==> config.mk <==
export PLATFORM = sky130hd
export DESIGN_NAME = if_fetch_stage
export DESIGN_NICKNAME = d
export VERILOG_FILES = /design/src/rtl/if_pkg.sv /design/src/rtl/if_fetch_stage_fifo.sv /design/src/rtl/if_fetch_stage.sv
export SDC_FILE = /design/constraint.sdc
export NUM_CORES = 1
export LEC_CHECK = 0
export ABC_CLOCK_PERIOD_IN_PS = 7500
export BUFFER_PORTS_ARGS = -buffer_cell sky130_fd_sc_hd__buf_4
export CAP_MARGIN = 5
export CORE_MARGIN = 3
export CORE_UTILIZATION = 53
export CTS_CLUSTER_SIZE = 25
export DETAILED_ROUTE_END_ITERATION = 12
export PLACE_DENSITY = 0.8
export SYNTH_ARGS = -nofsm -noshare
export SYNTH_HDL_FRONTEND = slang
export SYNTH_SLANG_ARGS = --single-unit
export TNS_END_PERCENT = 1
==> constraint.sdc <==
create_clock -name clk -period 7.5 [get_ports clk]
set_input_delay 1.125 -clock clk [delete_from_list [all_inputs] [get_ports clk]]
set_output_delay 1.125 -clock clk [all_outputs]
set_load 0.01 [all_outputs]
==> src/rtl/if_pkg.sv <==
// Shared types and defaults for the instruction-fetch slice: fetch entry payload,
// FSM encoding and the address legality helper used by the fetch stage.
package if_pkg;

  localparam int unsigned INSTR_W        = 32;
  localparam logic [31:0] DEF_RESET_PC   = 32'h0000_0000;
  localparam int unsigned DEF_IMEM_BYTES = 4096;
  localparam int unsigned DEF_DEPTH      = 2;

  typedef struct packed {
    logic [31:0]        pc;
    logic [INSTR_W-1:0] instr;
  } fetch_entry_t;

  typedef logic [0:0] fetch_state_t;
  localparam fetch_state_t ST_RUN   = 1'b0;
  localparam fetch_state_t ST_FAULT = 1'b1;

  // A fetch address is legal when word aligned and inside the IMEM window.
  function automatic logic fetch_addr_legal(input logic [31:0] pc,
                                            input int unsigned imem_bytes);
    return (pc[1:0] == 2'b00) && (pc < 32'(imem_bytes));
  endfunction

endpackage

==> src/rtl/if_fetch_stage_fifo.sv <==
// Synchronous fetch FIFO (power-of-two depth) carrying {pc, instr} entries to decode.
// A flush empties it and overrides any push or pop issued in the same cycle.
module fetch_fifo
  import if_pkg::*;
#(
  parameter int unsigned DEPTH = 2,
  parameter int unsigned CNT_W = $clog2(DEPTH) + 1
) (
  input  logic             clk,
  input  logic             rst_n,
  input  logic             push,
  input  logic             pop,
  input  logic             flush,
  input  fetch_entry_t     din,
  output fetch_entry_t     dout,
  output logic             full,
  output logic             empty,
  output logic [CNT_W-1:0] count
);

  localparam int unsigned PTR_W = $clog2(DEPTH);

  fetch_entry_t     mem [DEPTH];
  logic [PTR_W-1:0] rd_ptr;
  logic [PTR_W-1:0] wr_ptr;
  logic             do_push;
  logic             do_pop;

  assign full    = (count == CNT_W'(DEPTH));
  assign empty   = (count == '0);
  assign do_pop  = pop && !flush && !empty;
  assign do_push = push && !flush && (!full || do_pop);
  assign dout    = mem[rd_ptr];

  // Storage carries only data; occupancy is tracked by the pointers and count.
  always_ff @(posedge clk) begin
    if (do_push) mem[wr_ptr] <= din;
  end

  always_ff @(posedge clk or negedge rst_n) begin
    if (!rst_n) begin
      rd_ptr <= '0;
      wr_ptr <= '0;
      count  <= '0;
    end else if (flush) begin
      rd_ptr <= '0;
      wr_ptr <= '0;
      count  <= '0;
    end else begin
      if (do_push) wr_ptr <= wr_ptr + PTR_W'(1);
      if (do_pop)  rd_ptr <= rd_ptr + PTR_W'(1);
      case ({do_push, do_pop})
        2'b10:   count <= count + CNT_W'(1);
        2'b01:   count <= count - CNT_W'(1);
        default: count <= count;
      endcase
    end
  end

endmodule

==> src/rtl/if_fetch_stage.sv <==
// Instruction-fetch stage: owns the PC, drives IMEM combinationally, queues fetched
// words for decode, handles redirects and raises a sticky fault on illegal PCs.
module if_fetch_stage
  import if_pkg::*;
#(
  parameter logic [31:0] RESET_PC   = DEF_RESET_PC,
  parameter int unsigned DEPTH      = DEF_DEPTH,
  parameter int unsigned IMEM_BYTES = DEF_IMEM_BYTES
) (
  input  logic               clk,
  input  logic               rst_n,
  output logic [31:0]        imem_addr,
  input  logic [INSTR_W-1:0] imem_instr,
  input  logic               redirect_valid,
  input  logic [31:0]        redirect_pc,
  output logic               out_valid,
  input  logic               out_ready,
  output logic [31:0]        out_pc,
  output logic [INSTR_W-1:0] out_instr,
  output logic               fault,
  output logic [31:0]        fault_pc
);

  localparam int unsigned CNT_W = $clog2(DEPTH) + 1;

  logic [31:0]      pc_q,       pc_d;
  fetch_state_t     state_q,    state_d;
  logic             fault_q,    fault_d;
  logic [31:0]      fault_pc_q, fault_pc_d;

  logic             push;
  logic             pop;
  logic             push_ok;
  logic             pc_legal;
  logic             fifo_full;
  logic             fifo_empty;
  logic [CNT_W-1:0] fifo_count;
  fetch_entry_t     fifo_din;
  fetch_entry_t     fifo_head;

  assign imem_addr = pc_q;
  assign pc_legal  = fetch_addr_legal(pc_q, IMEM_BYTES);
  assign pop       = out_valid && out_ready;
  // A full FIFO still accepts a push when its head leaves in the same cycle.
  assign push_ok   = (fifo_count < CNT_W'(DEPTH)) || (fifo_full && pop);

  assign fifo_din.pc    = pc_q;
  assign fifo_din.instr = imem_instr;

  fetch_fifo #(
    .DEPTH (DEPTH),
    .CNT_W (CNT_W)
  ) u_fifo (
    .clk   (clk),
    .rst_n (rst_n),
    .push  (push),
    .pop   (pop),
    .flush (redirect_valid),
    .din   (fifo_din),
    .dout  (fifo_head),
    .full  (fifo_full),
    .empty (fifo_empty),
    .count (fifo_count)
  );

  // Head fields read as zero when nothing is queued.
  assign out_valid = !fifo_empty;
  assign out_pc    = fifo_empty ? '0 : fifo_head.pc;
  assign out_instr = fifo_empty ? '0 : fifo_head.instr;
  assign fault     = fault_q;
  assign fault_pc  = fault_pc_q;

  // Redirect outranks everything; otherwise RUN either faults, fetches or stalls.
  always_comb begin
    pc_d       = pc_q;
    state_d    = state_q;
    fault_d    = fault_q;
    fault_pc_d = fault_pc_q;
    push       = 1'b0;
    if (redirect_valid) begin
      pc_d    = redirect_pc;
      state_d = ST_RUN;
      fault_d = 1'b0;
    end else if (state_q == ST_RUN) begin
      if (!pc_legal) begin
        fault_d    = 1'b1;
        fault_pc_d = pc_q;
        state_d    = ST_FAULT;
      end else if (push_ok) begin
        push = 1'b1;
        pc_d = pc_q + 32'd4;
      end
    end
  end

  always_ff @(posedge clk or negedge rst_n) begin
    if (!rst_n) begin
      pc_q       <= RESET_PC;
      state_q    <= ST_RUN;
      fault_q    <= 1'b0;
      fault_pc_q <= '0;
    end else begin
      pc_q       <= pc_d;
      state_q    <= state_d;
      fault_q    <= fault_d;
      fault_pc_q <= fault_pc_d;
    end
  end

endmodule
# Word level (Yosys, flattened, before mapping)
# Memories as Yosys holds them, arrays and structs flattened.
# Cells that the tools add are included.
dict set report classes {
  n_eq_ne 5
  add_sub_neg 5
  muxes 24
  n_bitwise 3
  n_reduce_logical 22
  order_cmp 2
}
# op count
set op_table {}
lappend op_table {{32-bit 2-to-1 mux} 6}
lappend op_table {{32-bit by 3-bit adder with 32-bit output, second input constant} 1}
lappend op_table {{32-bit by 13-bit < comparator with 1-bit output, second input constant} 1}
lappend op_table {{1-bit 2-to-1 mux} 16}
lappend op_table {{2-bit nonzero test} 4}
lappend op_table {{1-bit logical AND} 7}
lappend op_table {{3-bit AND reduction} 2}
lappend op_table {{2-bit == test, second input constant} 2}
lappend op_table {{2-bit zero test} 2}
lappend op_table {{2-bit inequality test, second input constant} 2}
lappend op_table {{2-bit case mux with 2 select lines} 1}
lappend op_table {{1-bit zero test} 3}
lappend op_table {{1-bit NOT} 3}
lappend op_table {{3-bit nonzero test} 1}
lappend op_table {{1-bit adder, second input constant} 2}
lappend op_table {{2-bit by 1-bit adder with 2-bit output, second input constant} 1}
lappend op_table {{2-bit by 1-bit == test with 1-bit output, second input constant} 1}
lappend op_table {{1-bit logical OR} 2}
lappend op_table {{2-bit < comparator, second input constant} 1}
lappend op_table {{2-bit 2-to-1 mux} 1}
lappend op_table {{2-bit AND reduction} 1}
lappend op_table {{2-bit by 1-bit subtractor with 2-bit output, second input constant} 1}
dict set report word_totals {
  elab_cells 69
  mem_bits_rw 128
  reg_bits 70
  n_memories 1
  input_bits 68
  output_inout_bits 130
}
# name depth width rd rd_clocked_by_memory_dff wr line_no
set memory_table {}
lappend memory_table {u_fifo.mem 2 64 1 0 1 if_fetch_stage_fifo.sv:23} ;# fetch_entry_t mem [DEPTH];

# Depth between registers and ports, before layout
dict set report logic_depth {
  ltp_word 14
  mapped_depth 6
  ltp_nobuf 5
}

# Modules after synthesis
# From an unflattened synthesis, not the netlist that was laid out.
dict set report hier_totals {
  hier_cells 505
  area_unflattened_um2 8408.1
}
# module area_each_um2 n_inst cells_each
set by_module_without_submodules {}
lappend by_module_without_submodules {fetch_fifo 5064.9 1 224}
lappend by_module_without_submodules {if_fetch_stage 3343.2 1 281}

# Worst setup path before layout
# Ideal clock, no wire load.
dict set report synth_timing {
  path_kind {input-to-reg}
  from {input port out_ready}
  to {memory u_fifo.mem[1][0] (netlist bit), enable pin}
  t_required_ps 6922
  path_buffers 0
  setup_ps 578
  slack_ps 292
  arrival_ps 6629
  path_stages 4
  path_cell_list {nand2b_1 > a2111oi_2 > nand2_1 > nor3b_1}
}
dict set report synth_via {
  elab_chain_cells 11
}
# element line_no
set synth_lines {}
lappend synth_lines {{from (decl)} if_fetch_stage.sv:17} ;# input logic out_ready,
lappend synth_lines {{1-bit logical AND *} if_fetch_stage.sv:43} ;# assign pop = out_valid && out_ready;
lappend synth_lines {{1-bit logical AND} if_fetch_stage.sv:45} ;# assign push_ok = (fifo_count < CNT_W'(DEPTH)) || (fifo_full && pop);
lappend synth_lines {{1-bit logical OR} if_fetch_stage.sv:45}
lappend synth_lines {{1-bit 2-to-1 mux} if_fetch_stage.sv:89} ;# end else if (push_ok) begin
lappend synth_lines {{1-bit 2-to-1 mux} if_fetch_stage.sv:85} ;# if (!pc_legal) begin
lappend synth_lines {{1-bit 2-to-1 mux} if_fetch_stage.sv:84} ;# end else if (state_q == ST_RUN) begin
lappend synth_lines {{1-bit 2-to-1 mux} if_fetch_stage.sv:80} ;# if (redirect_valid) begin
lappend synth_lines {{1-bit logical AND} if_fetch_stage_fifo.sv:32} ;# assign do_push = push && !flush && (!full || do_pop);
lappend synth_lines {{1-bit logical AND *} if_fetch_stage_fifo.sv:32}
lappend synth_lines {{1-bit 2-to-1 mux *} if_fetch_stage_fifo.sv:37} ;# if (do_push) mem[wr_ptr] <= din;
lappend synth_lines {{1-bit 2-to-1 mux (implied by the code) *} if_fetch_stage_fifo.sv:37}
lappend synth_lines {{to (decl)} if_fetch_stage_fifo.sv:23}
# Mark *: on every way between the ends. The rest lies on a longest branch, timed or not.

# Worst setup path in the final report
dict set report layout_timing {
  from {register pc_q[24] (netlist: imem_addr[24])}
  to {register fault_pc_q[31] (netlist: fault_pc[31])}
}
dict set report layout_via {
  elab_chain_cells 4
}
# element line_no
set layout_lines {}
lappend layout_lines {{from (decl)} if_fetch_stage.sv:26} ;# logic [31:0] pc_q, pc_d;
lappend layout_lines {{from (signal assigned)} if_fetch_stage.sv:103} ;# pc_q <= pc_d;
lappend layout_lines {{32-bit by 13-bit < comparator with 1-bit output} if_pkg.sv:22} ;# return (pc[1:0] == 2'b00) && (pc < 32'(imem_bytes));
lappend layout_lines {{1-bit logical AND} if_pkg.sv:22}
lappend layout_lines {{1-bit NOT (no source line)} -}
lappend layout_lines {{3-bit AND reduction (no source line)} -}
lappend layout_lines {{to (signal assigned)} if_fetch_stage.sv:106} ;# fault_pc_q <= fault_pc_d;
lappend layout_lines {{to (decl)} if_fetch_stage.sv:29} ;# logic [31:0] fault_pc_q, fault_pc_d;
# No other way between the ends.
# A chain may end at the register's enable or synchronous reset.

==> results.txt <==
status = complete, no violations
VDD IR max = 0.177 mV
clk buf depth = 2
pre-CTS WS = 3940 ps
postcts setup bufs = 0
vias in the first global route = 4885
Arrival @ worst endpoint = 3890 ps
P_int = 1950 uW
Critical Path Fanout Max = 32
f_max = 279 MHz
period utilization = 0.479
cell taking the most area after synthesis = edfxtp_1
post-DP HPWL = 11700 um
Post-CTS Resized = 0
drt pass-1 iters = 5
final core occ = 0.716
gr usage total = 0.214
RSZ-0062 raised after global routing = no
Crit path required time = 7800 ps
Hold-fix buffers, CTS = 0
gpl congestion = 0.802
share of layout cells above drive strength 1 = 0.405
io pins = 198
Pwr per Cell Area = 244 mW/mm^2
Post-synth EDFFs = 128
die height = 128 um
Antenna Nets Post-Route = 0
syn nets = 580
Flop pwr share = 0.514
Die ar. = 0.0163 sq mm
final hold vios = 0
synth-to-layout area growth = 29.3%
DRC violations left = 0
# setup viols final = 0
Num CTS Buffers = 17
Crit Path Class = reg2reg
post-synth cell types = 42
Fin Hold WS = 511 ps
min cycle time layout = 3590 ps
Core ar. = 0.0141 sq mm
Final Worst Setup Slack = 3910 ps
Psw = 531 uW
prevailing post-synth register cell = edfxtp_1
largest net degree at the start of global routing = 71
CTS tree = done
Clock power frac = 0.393
Initial Util = 0.554
Final nets = 774
syn avg cell area = 15.3 sq um
worst skew pair latency = 430 ps
post-synthesis register bit count = 198
GR Overflow Total = 0
post-synthesis sequential area ratio = 0.714
Yosys top cell area share = 0.490
worst rel slew slack = 0.229
synthesized cell area = 0.00784 sq mm
vias per cell = 5.48
DR WL/cell = 19.4 um
fillcell total = 958
Yosys warnings = 0
cell at the root of the clock tree = clkbuf_16
crit path launch type = flop
count leader, synth = edfxtp_1
setup TNS = 0 ps
Row Count = 43
clk sinks = 198
FFs w/ async S/R, synth = 0.354
clk_skew = 14.3 ps
clock-pin slew on the worst setup and hold paths = 70 ps
drt total wl = 17400 um
Vias = 4920
register area = 0.00560 sq mm
initial antenna violation count = 0
pins over their slew limit = 0
sw frac = 0.214
Lkg Pwr = 0.00389 uW
H-tree Lvls = 4
# diodes = 0
Synth top cells by count = 128 x edfxtp_1, 76 x nor2_1, 70 x dfrtp_1, 64 x mux2i_1, 50 x mux2_2
Worst Setup End Kind = flop
Post-Synthesis Cells = 511
Worst-Margin Slew = 1160 ps
Gate power share = 0.093
hold crit path type = reg2reg
ranking of synthesized cells by area = edfxtp_1 49%, dfrtp_1 22%, mux2i_1 8.2%
PortBufs = 197
Max-cap violations = 0
Tot Pwr = 2480 uW
chip width = 128 um
Initial DRC Count = 379
first-pass GRT wire length = 26800 um
Multi-input gate area = 0.00212 sq mm
flip-flops by register name, indices dropped and copies added (netlist names):
signal,cells
u_fifo.count,2
u_fifo.mem,128
fault,1
imem_addr,32
state_q,1
u_fifo.rd_ptr,1
fault_pc,32
u_fifo.wr_ptr,1
per-stage QoR:
step	cells	instance area [sq um]
final	898	10100
after global routing	898	10100
after CTS	898	10100
after detailed placement	866	9490
after global placement	866	9490
after floorplan	511	7840
worst max-delay path, cell delays in order (launching register included):
cell and delay [ps]:
dfrtp_1 430, nor4_1 470, nand4_1 900, o21ai_4 1220, mux2_2 430
kinds of logic (layout without fill, tap and decap cells):
kind of cell               count (synthesis)  count (layout)  synth area share
DFF                                      198             198             0.714
buffers and inverters                     33             240            0.0187
xor gates and xnor gates                   1               1           0.00112
muxes                                    115             115             0.155
and+or+nand+nor                          126             126            0.0753
adders and majority gates                  1               1           0.00160
AOI/OAI and AO/OA                         37              37            0.0345
placed cells by master, fill, tap and decap left out, drive strengths merged, types with 2 or more instances in the layout:
master,instances
a22o,2
mux2,51
or3,2
nor2,76
clkinvlp,2
dfrtp,70
edfxtp,128
mux2i,64
clkbuf,21
inv,9
o21ai,4
nor4,5
o31ai,8
a21boi,2
nor2b,5
a21oi,5
buf,202
clkinv,2
nand4,3
nand3,8
bufinv,4
or4,11
nor3,5
nand2,5
or2,2
a31oi,7
a211o,2
layout make-up:
class,instances,share of cell area
clock inverters,11,0.0164
multi-input cells,280,0.209
flip-flops and latches,198,0.553
repair buffers,202,0.150
well taps,180,0.0222
clock buffers,21,0.0475
inverters,6,0.00222
path summary, 6_finish.rpt:
path | depth (start not counted) | from | slack, ps | end
worst max-delay path | 4 | imem_addr[24] | 3910 | fault_pc[31]
worst min-delay path | 1 | fault_pc[25] | 510 | fault_pc[25]
worst max register to register | 4 | imem_addr[24] | 3910 | fault_pc[31]
worst min register to register | 1 | fault_pc[25] | 510 | fault_pc[25]
max in group asynchronous | 1 | rst_n | 6010 | u_fifo.rd_ptr
min in group asynchronous | 1 | rst_n | 820 | imem_addr[16]
layer usage:
layer / up-vias / global-route usage / share of wire
li1: 2297 / - / -
met1: 2380 / 0.291 / 0.40
met2: 227 / 0.338 / 0.49
met3: 16 / 0.0681 / 0.091
met4: 0 / 0.0612 / 0.011
met5: - / 0 / 0
power by group through the flow:
stage	Combinational, uW	Sequential [uW]	Clock (uW)
finish	230	1270	974
floorplan	68.8	1300	0
detailed placement	232	1290	0
global route	246	1280	1040
global placement	226	1290	0
CTS	233	1270	988
(Power assumes the default switching activity.)
